[src/rtl/ctrl_pkg.sv]
// Shared definitions for the multi-cycle controller: FSM state encoding,
// opcode and ALU-op constants, pcSrc / aluSrcB encodings and the opcode
// decoder used in the DECODE state.
package ctrl_pkg;

    typedef enum logic [3:0] {
        StFetch, StDecode, StExecR, StWbR, StExecI, StWbI, StMemAddr,
        StMemRd, StMemWr, StWbMem, StBranch, StJump, StJal, StJr, StTrap
    } state_e;

    // Opcodes (R-type ops occupy OP_ADD..OP_SGT, with OP_JR carved out of that range)
    localparam logic [4:0] OP_ADD  = 5'b01000;
    localparam logic [4:0] OP_SUB  = 5'b01001;
    localparam logic [4:0] OP_JR   = 5'b10010;
    localparam logic [4:0] OP_SGT  = 5'b10100;
    localparam logic [4:0] OP_ADDI = 5'b11000;
    localparam logic [4:0] OP_SUBI = 5'b11001;
    localparam logic [4:0] OP_LW   = 5'b11010;
    localparam logic [4:0] OP_SW   = 5'b11011;
    localparam logic [4:0] OP_BEQ  = 5'b11100;
    localparam logic [4:0] OP_BNE  = 5'b11101;
    localparam logic [4:0] OP_J    = 5'b00000;
    localparam logic [4:0] OP_JAL  = 5'b00111;

    localparam logic [3:0] ALU_ADD = 4'b0000;
    localparam logic [3:0] ALU_SUB = 4'b0001;

    localparam logic [1:0] PC_SRC_ALU  = 2'b00;
    localparam logic [1:0] PC_SRC_JUMP = 2'b01;
    localparam logic [1:0] PC_SRC_REG  = 2'b10;

    localparam logic [1:0] ALU_B_REG = 2'b00;
    localparam logic [1:0] ALU_B_ONE = 2'b01;
    localparam logic [1:0] ALU_B_IMM = 2'b10;

    // State following DECODE for a given opcode; StTrap marks an illegal opcode.
    function automatic state_e decode_op(input logic [4:0] op);
        state_e nxt;
        if (op == OP_JR) begin
            nxt = StJr;
        end else if (op >= OP_ADD && op <= OP_SGT) begin
            nxt = StExecR;
        end else begin
            case (op)
                OP_ADDI, OP_SUBI: nxt = StExecI;
                OP_LW, OP_SW:     nxt = StMemAddr;
                OP_BEQ, OP_BNE:   nxt = StBranch;
                OP_J:             nxt = StJump;
                OP_JAL:           nxt = StJal;
                default:          nxt = StTrap;
            endcase
        end
        return nxt;
    endfunction

endpackage

[src/rtl/mem_timeout_ctr.sv]
// Memory-wait timeout counter.
// Ports: clk, reset (sync, active-high), clear (highest priority), enable
// (count one waiting cycle), expired (this enabled cycle is the last one
// allowed; the controller traps at the coming edge).
module mem_timeout_ctr #(
    parameter int unsigned MEM_TIMEOUT = 16,
    parameter int unsigned TO_W        = 5
) (
    input  logic clk,
    input  logic reset,
    input  logic clear,
    input  logic enable,
    output logic expired
);

    logic [TO_W-1:0] count_q, count_d;

    always_comb begin
        count_d = count_q;
        if (clear) begin
            count_d = '0;
        end else if (enable) begin
            count_d = count_q + 1'b1;
        end
    end

    always_ff @(posedge clk) begin
        if (reset) begin
            count_q <= '0;
        end else begin
            count_q <= count_d;
        end
    end

    // Fires on the MEM_TIMEOUT-th waiting cycle, so a request is held for
    // exactly MEM_TIMEOUT cycles before the fault.
    assign expired = enable && (count_q == TO_W'(MEM_TIMEOUT - 1));

endmodule

[src/rtl/multi_cycle_ctrl.sv]
// Multi-cycle control FSM for the 5-bit-opcode ISA.
// Inputs : clk, reset (sync, active-high), opCode, zero, memReady.
// Outputs: memory handshake (memReq, memWrite, iOrD), datapath enables
//          (irWrite, pcWrite, regWrite), muxes (pcSrc, regDst, memToReg,
//          jalSelect, aluSrcA, aluSrcB), aluControl, sticky traps
//          (illegal, memFault).
// Outputs are decoded from the registered state; the only input-qualified
// strobes are the FETCH completion (memReady) and the branch pcWrite (zero).
module multi_cycle_ctrl
    import ctrl_pkg::*;
#(
    parameter int unsigned MEM_TIMEOUT = 16,
    parameter int unsigned TO_W        = 5
) (
    input  logic       clk,
    input  logic       reset,
    input  logic [4:0] opCode,
    input  logic       zero,
    input  logic       memReady,
    output logic       memReq,
    output logic       memWrite,
    output logic       iOrD,
    output logic       irWrite,
    output logic       pcWrite,
    output logic [1:0] pcSrc,
    output logic       regWrite,
    output logic       regDst,
    output logic       memToReg,
    output logic       jalSelect,
    output logic       aluSrcA,
    output logic [1:0] aluSrcB,
    output logic [3:0] aluControl,
    output logic       illegal,
    output logic       memFault
);

    state_e state_q, state_d;
    logic   illegal_q, illegal_d;
    logic   mem_fault_q, mem_fault_d;
    logic   in_req, to_clear, to_enable, to_expired;

    assign in_req    = (state_q == StFetch) || (state_q == StMemRd) || (state_q == StMemWr);
    assign to_enable = in_req && !memReady;
    assign to_clear  = memReady || (state_d != state_q);

    mem_timeout_ctr #(
        .MEM_TIMEOUT(MEM_TIMEOUT),
        .TO_W       (TO_W)
    ) u_timeout (
        .clk    (clk),
        .reset  (reset),
        .clear  (to_clear),
        .enable (to_enable),
        .expired(to_expired)
    );

    always_comb begin
        state_d     = state_q;
        illegal_d   = illegal_q;
        mem_fault_d = mem_fault_q;
        memReq      = 1'b0;
        memWrite    = 1'b0;
        iOrD        = 1'b0;
        irWrite     = 1'b0;
        pcWrite     = 1'b0;
        pcSrc       = PC_SRC_ALU;
        regWrite    = 1'b0;
        regDst      = 1'b0;
        memToReg    = 1'b0;
        jalSelect   = 1'b0;
        aluSrcA     = 1'b0;
        aluSrcB     = ALU_B_REG;
        aluControl  = ALU_ADD;

        case (state_q)
            StFetch: begin
                memReq = 1'b1;
                // Load IR and bump PC (PC + 1) only when the fetch completes.
                if (memReady) begin
                    irWrite = 1'b1;
                    pcWrite = 1'b1;
                    aluSrcB = ALU_B_ONE;
                    state_d = StDecode;
                end
            end
            StDecode: begin
                state_d = decode_op(opCode);
                if (state_d == StTrap) begin
                    illegal_d = 1'b1;
                end
            end
            StExecR: begin
                aluSrcA    = 1'b1;
                aluControl = 4'(opCode - OP_ADD);
                state_d    = StWbR;
            end
            StWbR: begin
                regWrite = 1'b1;
                regDst   = 1'b1;
                state_d  = StFetch;
            end
            StExecI: begin
                aluSrcA    = 1'b1;
                aluSrcB    = ALU_B_IMM;
                aluControl = (opCode == OP_SUBI) ? ALU_SUB : ALU_ADD;
                state_d    = StWbI;
            end
            StWbI: begin
                regWrite = 1'b1;
                state_d  = StFetch;
            end
            StMemAddr: begin
                aluSrcA = 1'b1;
                aluSrcB = ALU_B_IMM;
                state_d = (opCode == OP_SW) ? StMemWr : StMemRd;
            end
            StMemRd: begin
                memReq = 1'b1;
                iOrD   = 1'b1;
                if (memReady) begin
                    state_d = StWbMem;
                end
            end
            StMemWr: begin
                memReq   = 1'b1;
                iOrD     = 1'b1;
                memWrite = 1'b1;
                if (memReady) begin
                    state_d = StFetch;
                end
            end
            StWbMem: begin
                regWrite = 1'b1;
                memToReg = 1'b1;
                state_d  = StFetch;
            end
            StBranch: begin
                aluSrcA    = 1'b1;
                aluControl = ALU_SUB;
                pcWrite    = (opCode == OP_BNE) ? !zero : zero;
                state_d    = StFetch;
            end
            StJump: begin
                pcWrite = 1'b1;
                pcSrc   = PC_SRC_JUMP;
                state_d = StFetch;
            end
            StJal: begin
                regWrite  = 1'b1;
                jalSelect = 1'b1;
                pcWrite   = 1'b1;
                pcSrc     = PC_SRC_JUMP;
                state_d   = StFetch;
            end
            StJr: begin
                pcWrite = 1'b1;
                pcSrc   = PC_SRC_REG;
                state_d = StFetch;
            end
            StTrap: begin
                state_d = StTrap;
            end
            default: begin
                state_d = StFetch;
            end
        endcase

        // Only active while waiting on memory, so it never races a completion.
        if (to_expired) begin
            state_d     = StTrap;
            mem_fault_d = 1'b1;
        end
    end

    always_ff @(posedge clk) begin
        if (reset) begin
            state_q     <= StFetch;
            illegal_q   <= 1'b0;
            mem_fault_q <= 1'b0;
        end else begin
            state_q     <= state_d;
            illegal_q   <= illegal_d;
            mem_fault_q <= mem_fault_d;
        end
    end

    assign illegal  = illegal_q;
    assign memFault = mem_fault_q;

endmodule

[config.mk]
export PLATFORM = sky130hd
export DESIGN_NAME = multi_cycle_ctrl
export DESIGN_NICKNAME = d
export VERILOG_FILES = /design/src/rtl/ctrl_pkg.sv /design/src/rtl/mem_timeout_ctr.sv /design/src/rtl/multi_cycle_ctrl.sv
export SDC_FILE = /design/constraint.sdc
export NUM_CORES = 1
export LEC_CHECK = 0
export BUFFER_PORTS_ARGS = -buffer_cell sky130_fd_sc_hd__buf_2
export CORE_UTILIZATION = 30
export CTS_CLUSTER_SIZE = 20
export DETAILED_ROUTE_END_ITERATION = 12
export PLACE_DENSITY = 0.6
export SLEW_MARGIN = 25
export SYNTH_ARGS = -nofsm -noshare
export SYNTH_HDL_FRONTEND = slang
export SYNTH_SLANG_ARGS = --single-unit
export TNS_END_PERCENT = 5
[constraint.sdc]
create_clock -name clk -period 2.7 [get_ports clk]
set_clock_uncertainty 0.1 [all_clocks]
set_input_delay 0.405 -clock clk [delete_from_list [all_inputs] [get_ports clk]]
set_output_delay 0.405 -clock clk [all_outputs]
set_load 0.005 [all_outputs]
==> results of run 1 <==
[power breakdown]
part / switching [uW] / leakage (uW) / total (uW) / internal, uW
combinational: 342 / 0.000470 / 583 / 241
clock: 66.0 / 0.0000255 / 168 / 102
sequential: 63.9 / 0.0000896 / 252 / 188
[cell families after synthesis]
logic type                 count (synthesis)  synth area share, %
adders and majority gates                  2                2.123
and+or+nand+nor                           70                32.48
AOI/OAI and AO/OA                         45                30.79
muxes                                      4                3.821
buffers and inverters                     18                7.644
DFF                                       11                18.68
xor gates and xnor gates                   6                4.459
[how the worst max path moves through the flow]
stage,slack (ns),endpoint,start,cells past startpoint
after floorplan,0.46,u_timeout.count_q[4],u_timeout.count_q[0],9
after global placement,0.28,u_timeout.count_q[4],u_timeout.count_q[0],9
after detailed placement,0.21,u_timeout.count_q[4],u_timeout.count_q[0],9
after CTS,0.18,u_timeout.count_q[4],u_timeout.count_q[0],9
after global routing,0.01,u_timeout.count_q[0],u_timeout.count_q[0],9
final,0.28,u_timeout.count_q[4],u_timeout.count_q[0],9
[through the flow]
stage	cells	power (uW)	util, %
after floorplan	156	691.3	-
after global placement	222	835.3	35.79
after detailed placement	222	838.0	35.79
after CTS	226	1012	37.04
after global routing	226	1101	37.14
final	226	1002	37.14
[cell usage after synthesis (all sizes together) (2+ instances only)]
| master | instances | area share, % |
|---|---|---|
| nor2 | 17 | 5.8 |
| a21oi | 14 | 6.3 |
| dfxtp | 11 | 19 |
| nand2 | 11 | 3.5 |
| nor3 | 11 | 4.7 |
| buf | 8 | 4.5 |
| o21ai | 7 | 3.3 |
| nor2b | 6 | 3.2 |
| and3 | 5 | 2.7 |
| clkbuf | 5 | 1.6 |
| inv | 5 | 1.6 |
| nand2b | 5 | 2.7 |
| a211oi | 4 | 3.0 |
| a2111oi | 3 | 3.8 |
| a21o | 3 | 1.9 |
| mux2i | 3 | 2.5 |
| nand4 | 3 | 1.6 |
| xnor2 | 3 | 2.2 |
| xor2 | 3 | 2.2 |
| a21boi | 2 | 1.3 |
| a31oi | 2 | 1.1 |
| ha | 2 | 2.1 |
| nand3 | 2 | 1.3 |
| nor3b | 2 | 1.3 |
| o32ai | 2 | 2.1 |
[critical path, stage by stage (launching register included)]
cell	delay, ns
dfxtp_1	0.33
ha_1	0.21
and3_1	0.18
ha_1	0.21
nor2b_2	0.20
a21oi_1	0.19
o32ai_2	0.13
a211oi_2	0.30
a21oi_2	0.16
a2111oi_4	0.32
[layer usage]
layer,vias up,global-route usage (%),wire length [microns]
met5,-,0,0
met4,0,4.167,40
met3,4,1.761,91
met2,26,23.29,1299
met1,561,21.54,1500
li1,612,-,-
[area by class of cell]
cell class | count | share of cell area, %
repair buffers | 31 | 11.79
clock buffers | 3 | 2.992
well taps | 48 | 4.352
clock inverters | 1 | 0.3626
flip-flops and latches | 11 | 16.05
inverters | 5 | 1.360
multi-input cells | 127 | 63.10
[sequential cells by signal, summed over array words and instances (netlist names)]
register / flops
illegal: 1
state_q: 4
u_timeout.count_q: 5
memFault: 1
==> impl_metrics.csv, run 1 <==
group,metric,value,unit
critical_path,crit_fanout,5,
min_path,hold_end,"state_q[1]",
final_layout,multi_input_area,870.8,sq um
clock_network,cts_resized,0,
flow_run,maxCapViolations,0,
route,antenna_left,0,
final_layout,layout_common_cells,"buf_2 (28), nor2_1 (15), a21oi_1 (13), nand2_1 (11), nor3_1 (11)",
timing,rsz0062_at_grt,"false",
place,portBuffers,28,
power_and_ir_drop,peakVddDrop,0.2108,mV
logic_synthesis,synthCells,156,
critical_path,worst-r2r-setup-slack,0.28,ns
final_layout,nNetsFinal,190,
final_layout,insertedDiodeCount,0,
final_layout,area_delta_synth_final,17.09,%
final_layout,fin_area,1380,sq um
clock_network,tritoncts,"done",
critical_path,endpoint_kind,"register",
logic_synthesis,async_flop_share,0,%
status,status,"completed",
grt,grt_antenna_before_repair,0,
critical_path,arrival,2.47,ns
critical_path,reg2reg_depth,9,
timing,fin_crit_sh,89.75,%
floorplanning,fp.dieH,64.68,microns
grt,grt_pass1_vias,1074,
route,vias_per_cell,5.323,
logic_synthesis,yosysSeqAreaShare,18.68,%
final_layout,layout_commonest_cell,"buf_2",
place,dp_hpwl,2191,microns
timing,fin_setup_tns,0,ns
clock_network,hold_buffers,0,
final_layout,regArea,221.5,sq um
critical_path,crit_required,2.74,ns
floorplanning,die_w,64.68,microns
critical_path,crit_type,"reg -> reg",
timing,setup_viol,0,
min_path,hold_class,"in -> reg",
final_layout,drive_gt1_share,28.65,%
route,wirelength,2931,microns
floorplanning,io_pins,29,
critical_path,r2r_end,"u_timeout.count_q[4]",
timing,hold_violations,0,
min_path,min_path_cells,2,
logic_synthesis,ys.flop_type,"dfxtp_1",
route,drt_first_pass_iters,4,
floorplanning,die_area,4184,sq um
timing,period_minus_slack,2.423,ns
place,place_congestion,0.8367,
clock_network,numCtsBuffers,3,
logic_synthesis,yosysWarnings,0,
floorplanning,core,3716,sq um
grt,grt_max_degree,28,
timing,worst_slack,0.2768,ns
route,drc,0,
route,drt_iter0_markers,76,
timing,relSlewSlack,66.41,%
min_path,min_from,"reset",
logic_synthesis,syn-num-nets,167,
grt,grt_use_total,15.00,%
timing,worstMarginPinSlew,0.5000,ns
timing,fmax,412.7,MHz
grt,overflow,0,
grt,grt_pass1_wl,5023,microns
route,vias,1203,
clock_network,clk-insertion-delay-late,0.24,ns
clock_network,cts_htree_levels,1,
final_layout,fillers,416,
clock_network,cts.sinks,11,
logic_synthesis,synth-seq-cells,11,
logic_synthesis,netlist_area,1179,sq um
clock_network,postCtsSetupRepairBufs,0,
clock_network,ctsLongestPathBuffers,2,
logic_synthesis,synth_edf_count,0,
floorplanning,rows,22,
clock_network,root_buffer,"clkbuf_8",
clock_network,clkSlewWorstSetupHoldPaths,0.05,ns
power_and_ir_drop,power_leakage,0.0005854,uW
timing,maxSlewViolCount,0,
place,dpl_cell_area,1330,sq um
timing,holdWs,0.3472,ns
critical_path,cp-start-kind,"register",
power_and_ir_drop,pwr_density_cell,726.2,nW/um^2
route,wl_per_cell,12.97,microns
critical_path,r2r_start,"u_timeout.count_q[0]",
place,dp_slack,0.2051,ns
logic_synthesis,synth.avg_cell_area,7.555,sq um
logic_synthesis,ys_types,50,
floorplanning,start_util,31.72,%
Note: power is estimated with default switching activity, not from simulation.
==> run 2, diff against run 1 <==
--- a/config.mk
+++ b/config.mk
@@ -6,10 +6,10 @@
 export NUM_CORES = 1
 export LEC_CHECK = 0
 export BUFFER_PORTS_ARGS = -buffer_cell sky130_fd_sc_hd__buf_2
-export CORE_UTILIZATION = 30
+export CORE_UTILIZATION = 45
 export CTS_CLUSTER_SIZE = 20
 export DETAILED_ROUTE_END_ITERATION = 12
-export PLACE_DENSITY = 0.6
+export PLACE_DENSITY = 0.79
 export SLEW_MARGIN = 25
 export SYNTH_ARGS = -nofsm -noshare
 export SYNTH_HDL_FRONTEND = slang
==> run 2 against run 1 <==
Compared with the run above: register-to-register slack worse by 0.14 ns; sequential share of layout area up 0.37 points; utilization up 17 points; power down 5.0%; highest routed layer unchanged.
==> impl_metrics.csv, run 2 (same netlist as run 1, synthesis figures left out) <==
group,metric,value,unit
status,status,"completed",
clock_network,clkSlewWorstSetupHoldPaths,0.07,ns
timing,setup_viol,0,
floorplanning,core,2477,sq um
route,wl_per_cell,13.54,microns
place,place_congestion,0.9118,
clock_network,postCtsSetupRepairBufs,0,
grt,grt_max_degree,32,
final_layout,area_delta_synth_final,13.80,%
floorplanning,fp.dieH,53.18,microns
clock_network,numCtsBuffers,3,
timing,relSlewSlack,62.44,%
final_layout,insertedDiodeCount,0,
power_and_ir_drop,power_leakage,0.0005755,uW
grt,grt_use_total,22.37,%
route,antenna_left,0,
grt,grt_pass1_wl,4761,microns
timing,fin_crit_sh,94.96,%
route,vias,1246,
power_and_ir_drop,pwr_density_cell,709.7,nW/um^2
final_layout,largest_register_ffs,5,
min_path,min_from,"reset",
final_layout,drive_gt1_share,28.09,%
final_layout,layout_common_cells,"buf_2 (28), nor2_1 (15), a21oi_1 (13)",
clock_network,ctsLongestPathBuffers,2,
floorplanning,die_w,53.18,microns
critical_path,cp-start-kind,"register",
clock_network,root_buffer,"clkbuf_4",
flow_run,maxCapViolations,0,
final_layout,fin_util,54.14,%
critical_path,endpoint_kind,"register",
floorplanning,die_area,2828,sq um
timing,period_minus_slack,2.564,ns
critical_path,crit_required,2.74,ns
grt,grt_pass1_vias,1077,
final_layout,layout_commonest_cell,"buf_2",
timing,holdWs,0.2965,ns
critical_path,reg2reg_depth,9,
timing,maxSlewViolCount,0,
critical_path,worst-r2r-setup-slack,0.14,ns
critical_path,arrival,2.60,ns
floorplanning,start_util,47.58,%
grt,overflow,0,
place,dp_cells,204,
timing,hold_violations,0,
final_layout,reg_top3,"u_timeout.count_q x5, state_q x4",
timing,fmax,390.0,MHz
final_layout,nNetsFinal,190,
floorplanning,io_pins,29,
clock_network,clk-insertion-delay-late,0.26,ns
timing,fin_setup_tns,0,ns
min_path,hold_end,"state_q[3]",
timing,worstMarginPinSlew,0.5493,ns
min_path,hold_class,"in -> reg",
route,drc,0,
final_layout,final_cells,208,
place,portBuffers,28,
min_path,min_path_cells,2,
grt,grt_antenna_before_repair,0,
clock_network,cts_htree_levels,1,
critical_path,crit_type,"reg -> reg",
timing,rsz0062_at_grt,"false",
route,drt_iter0_markers,47,
route,wirelength,2817,microns
critical_path,r2r_end,"u_timeout.count_q[0]",
final_layout,regMostFlops,"u_timeout.count_q",
clock_network,cts.sinks,11,
critical_path,r2r_start,"u_timeout.count_q[0]",
route,vias_per_cell,5.990,
critical_path,crit_fanout,5,
power_and_ir_drop,peakVddDrop,0.4508,mV
clock_network,tritoncts,"done",
floorplanning,rows,18,
route,drt_first_pass_iters,4,
power_and_ir_drop,power,952.0,uW
place,dp_hpwl,2128,microns
## run 2: cell types whose count changed in the layout (fill, tap and decap cells not counted), sizes merged
cell	previous run	this run
clkinv	1	0
clkbuf	3	4
## run 2: worst max path at each step
stage          cells after the start                 start                   end  slack (ns)
2_1_floorplan                      9  u_timeout.count_q[0]  u_timeout.count_q[4]        0.46
3_3_place_gp                       9  u_timeout.count_q[0]  u_timeout.count_q[2]        0.34
3_5_place_dp                       9  u_timeout.count_q[0]  u_timeout.count_q[2]        0.17
4_1_cts                            9  u_timeout.count_q[0]  u_timeout.count_q[0]        0.14
5_1_grt                            9  u_timeout.count_q[0]  u_timeout.count_q[1]        0.04
6_report                           9  u_timeout.count_q[0]  u_timeout.count_q[0]        0.14
## run 2: area by class of cell
type                       instances  area [sq um]
sequential                        11         220.2
tap                               30         37.54
timing repair buffer              31         162.7
fill                             236          1136
inverter                           5         18.77
multi-input combinational        127         875.8
clock buffer                       4         26.28
## run 2: layer usage
metal	wire, microns	global-route usage (%)
met4	47	11.84
met3	155	1.149
met2	1276	35.44
met1	1338	30.17
met5	0	0
## run 2: power breakdown
part           internal, uW  switching, uW
clock network          57.1           50.3
registers               186           51.3
logic                   245            362
total                   488            464
## run 2: critical path, stage by stage (launching register included)
cell and delay, ns:
dfxtp_1 0.33, ha_1 0.21, and3_1 0.18, ha_1 0.21, nor3b_1 0.15, a2111oi_0 0.54, a211oi_2 0.10, a21o_1 0.22
o2111ai_4 0.27, nor3_1 0.11
## run 2: stage by stage
stage / instance area (sq um) / setup slack, ns
after floorplan: 1179 / 0.4608
after global placement: 1308 / 0.3416
after detailed placement: 1308 / 0.1721
after CTS: 1334 / 0.1417
after global routing: 1341 / 0.03681
final: 1341 / 0.1360
## run 2: repair_timing
action                                  CTS  global route
resized for setup                         0             2
endpoints found under the setup margin    0             5
hold buffers                              0             0
==> run 3, diff against run 2 <==
--- a/config.mk
+++ b/config.mk
@@ -5,7 +5,7 @@
 export SDC_FILE = /design/constraint.sdc
 export NUM_CORES = 1
 export LEC_CHECK = 0
-export BUFFER_PORTS_ARGS = -buffer_cell sky130_fd_sc_hd__buf_2
+export BUFFER_PORTS_ARGS = -buffer_cell sky130_fd_sc_hd__buf_4
 export CORE_UTILIZATION = 45
 export CTS_CLUSTER_SIZE = 20
 export DETAILED_ROUTE_END_ITERATION = 12
==> run 3 against run 2 <==
Compared with the run above: power rose by 5.5%; non-clock buffer count rose by 1; sequential share of layout area fell by 0.87 points; via count fell by 0.72%; utilization rose by 3.0 points; critical path depth did not move; largest power group unchanged; hold slack got worse by 0.035 ns; routed wire length rose by 4.4%; highest routed layer unchanged; die area did not move.
==> impl_metrics.csv, run 3 (same netlist as run 1, synthesis figures left out) <==
group,metric,value,unit
final_layout,regArea,220.2,sq um
critical_path,arrival,2.56,ns
route,drc,0,
final_layout,area_delta_synth_final,20.17,%
power_and_ir_drop,peakVddDrop,0.4766,mV
grt,overflow,0,
clock_network,clk-insertion-delay-late,0.26,ns
floorplanning,start_util,47.58,%
place,dp_hpwl,2213,microns
final_layout,nNetsFinal,191,
clock_network,numCtsBuffers,3,
place,place_congestion,0.8668,
critical_path,endpoint_kind,"register",
critical_path,cp-start-kind,"register",
grt,grt_pass1_wl,4698,microns
power_and_ir_drop,pwr_density_cell,709.1,nW/um^2
grt,grt_pass1_vias,1075,
clock_network,root_buffer,"clkbuf_4",
min_path,hold_class,"in -> reg",
route,vias,1237,
final_layout,fin_util,57.17,%
critical_path,crit_required,2.74,ns
final_layout,layout_common_cells,"buf_4 (32), nor2_1 (15), a21oi_1 (13)",
timing,worst_slack,0.1780,ns
final_layout,regMostFlops,"u_timeout.count_q",
floorplanning,die_w,53.18,microns
timing,period_minus_slack,2.522,ns
timing,worstMarginPinSlew,0.5176,ns
timing,relSlewSlack,64.60,%
grt,grt_use_total,22.51,%
flow_run,maxCapViolations,0,
clock_network,clkSlewWorstSetupHoldPaths,0.07,ns
critical_path,crit_fanout,5,
route,drt_iter0_markers,51,
clock_network,tritoncts,"done",
route,vias_per_cell,5.919,
floorplanning,core,2477,sq um
route,drt_first_pass_iters,4,
final_layout,fin_area,1416,sq um
timing,rsz0062_at_grt,"false",
timing,fmax,396.5,MHz
floorplanning,die_area,2828,sq um
final_layout,layout_commonest_cell,"buf_4",
place,dp_slack,0.1978,ns
place,dpl_cell_area,1385,sq um
timing,hold_violations,0,
final_layout,drive_gt1_share,27.93,%
timing,fin_setup_tns,0,ns
timing,maxSlewViolCount,0,
clock_network,cts.sinks,11,
floorplanning,fp.dieH,53.18,microns
final_layout,largest_register_ffs,5,
floorplanning,rows,18,
place,dp_cells,205,
floorplanning,io_pins,29,
grt,grt_max_degree,18,
grt,grt_antenna_before_repair,0,
critical_path,crit_type,"reg -> reg",
final_layout,insertedDiodeCount,0,
clock_network,cts_htree_levels,1,
status,status,"completed",
final_layout,multi_input_area,873.3,sq um
route,wl_per_cell,14.08,microns
clock_network,postCtsSetupRepairBufs,0,
final_layout,fillers,232,
final_layout,reg_top3,"u_timeout.count_q x5, state_q x4",
timing,fin_crit_sh,93.41,%
route,antenna_left,0,
clock_network,ctsLongestPathBuffers,2,
timing,setup_viol,0,
final_layout,final_cells,209,
route,wirelength,2942,microns
power_and_ir_drop,power_leakage,0.0005893,uW
place,portBuffers,28,
## run 3: changes by cell type in the layout (fill, tap and decap cells not counted)
cell	previous run	this run
buf_4	3	32
buf_2	28	0
nor2b_1	5	6
nor2b_2	1	0
## run 3: metrics by stage
| stage | hold slack (ns) | total power [uW] |
|---|---|---|
| after floorplan | 0.3604 | 691.3 |
| after global placement | 0.3764 | 872.0 |
| after detailed placement | 0.3685 | 888.0 |
| after CTS | 0.2475 | 998.1 |
| after global routing | 0.2493 | 1091 |
| final | 0.2619 | 1004 |
## run 3: layout make-up
| cell class | count | share of cell area [%] |
|---|---|---|
| Multi-Input combinational cell | 127 | 61.66 |
| Timing Repair Buffer | 32 | 16.96 |
| Sequential cell | 11 | 15.55 |
| Tap cell | 30 | 2.650 |
| Clock buffer | 4 | 1.855 |
| Inverter | 5 | 1.325 |
## run 3: power by group
group / total, uW / internal [uW] / switching (uW)
Sequential: 245 / 186 / 59.3
Clock: 107 / 57.1 / 50.3
Combinational: 652 / 288 / 364
Total: 1000 / 531 / 473
## run 3: final timing paths
path / slack [ns] / endpoint / start / cells after the start
min reg2reg: 0.40 / illegal / illegal / 2
max: 0.18 / u_timeout.count_q[2] / u_timeout.count_q[0] / 9
min: 0.26 / state_q[3] / reset / 2
max reg2reg: 0.18 / u_timeout.count_q[2] / u_timeout.count_q[0] / 9
## run 3: per-layer routing
metal	GRT usage, %	wire, microns
met5	0	0
met4	9.211	38
met3	0.8621	117
met2	38.40	1405
met1	29.33	1380
## run 3: critical path, stage by stage, from the launching register on
cell and delay (ns):
dfxtp_1 0.33, ha_1 0.21, and3_1 0.18, ha_1 0.22, nor3b_1 0.15, a2111oi_0 0.51
a211oi_2 0.10, a21o_1 0.22, o2111ai_4 0.27, nor3_1 0.10
## run 3: what timing repair did
action / 4_1_cts / 5_1_grt
gates resized for setup: 0 / 1
hold buffers: 0 / 0
setup endpoints to repair: 0 / 3
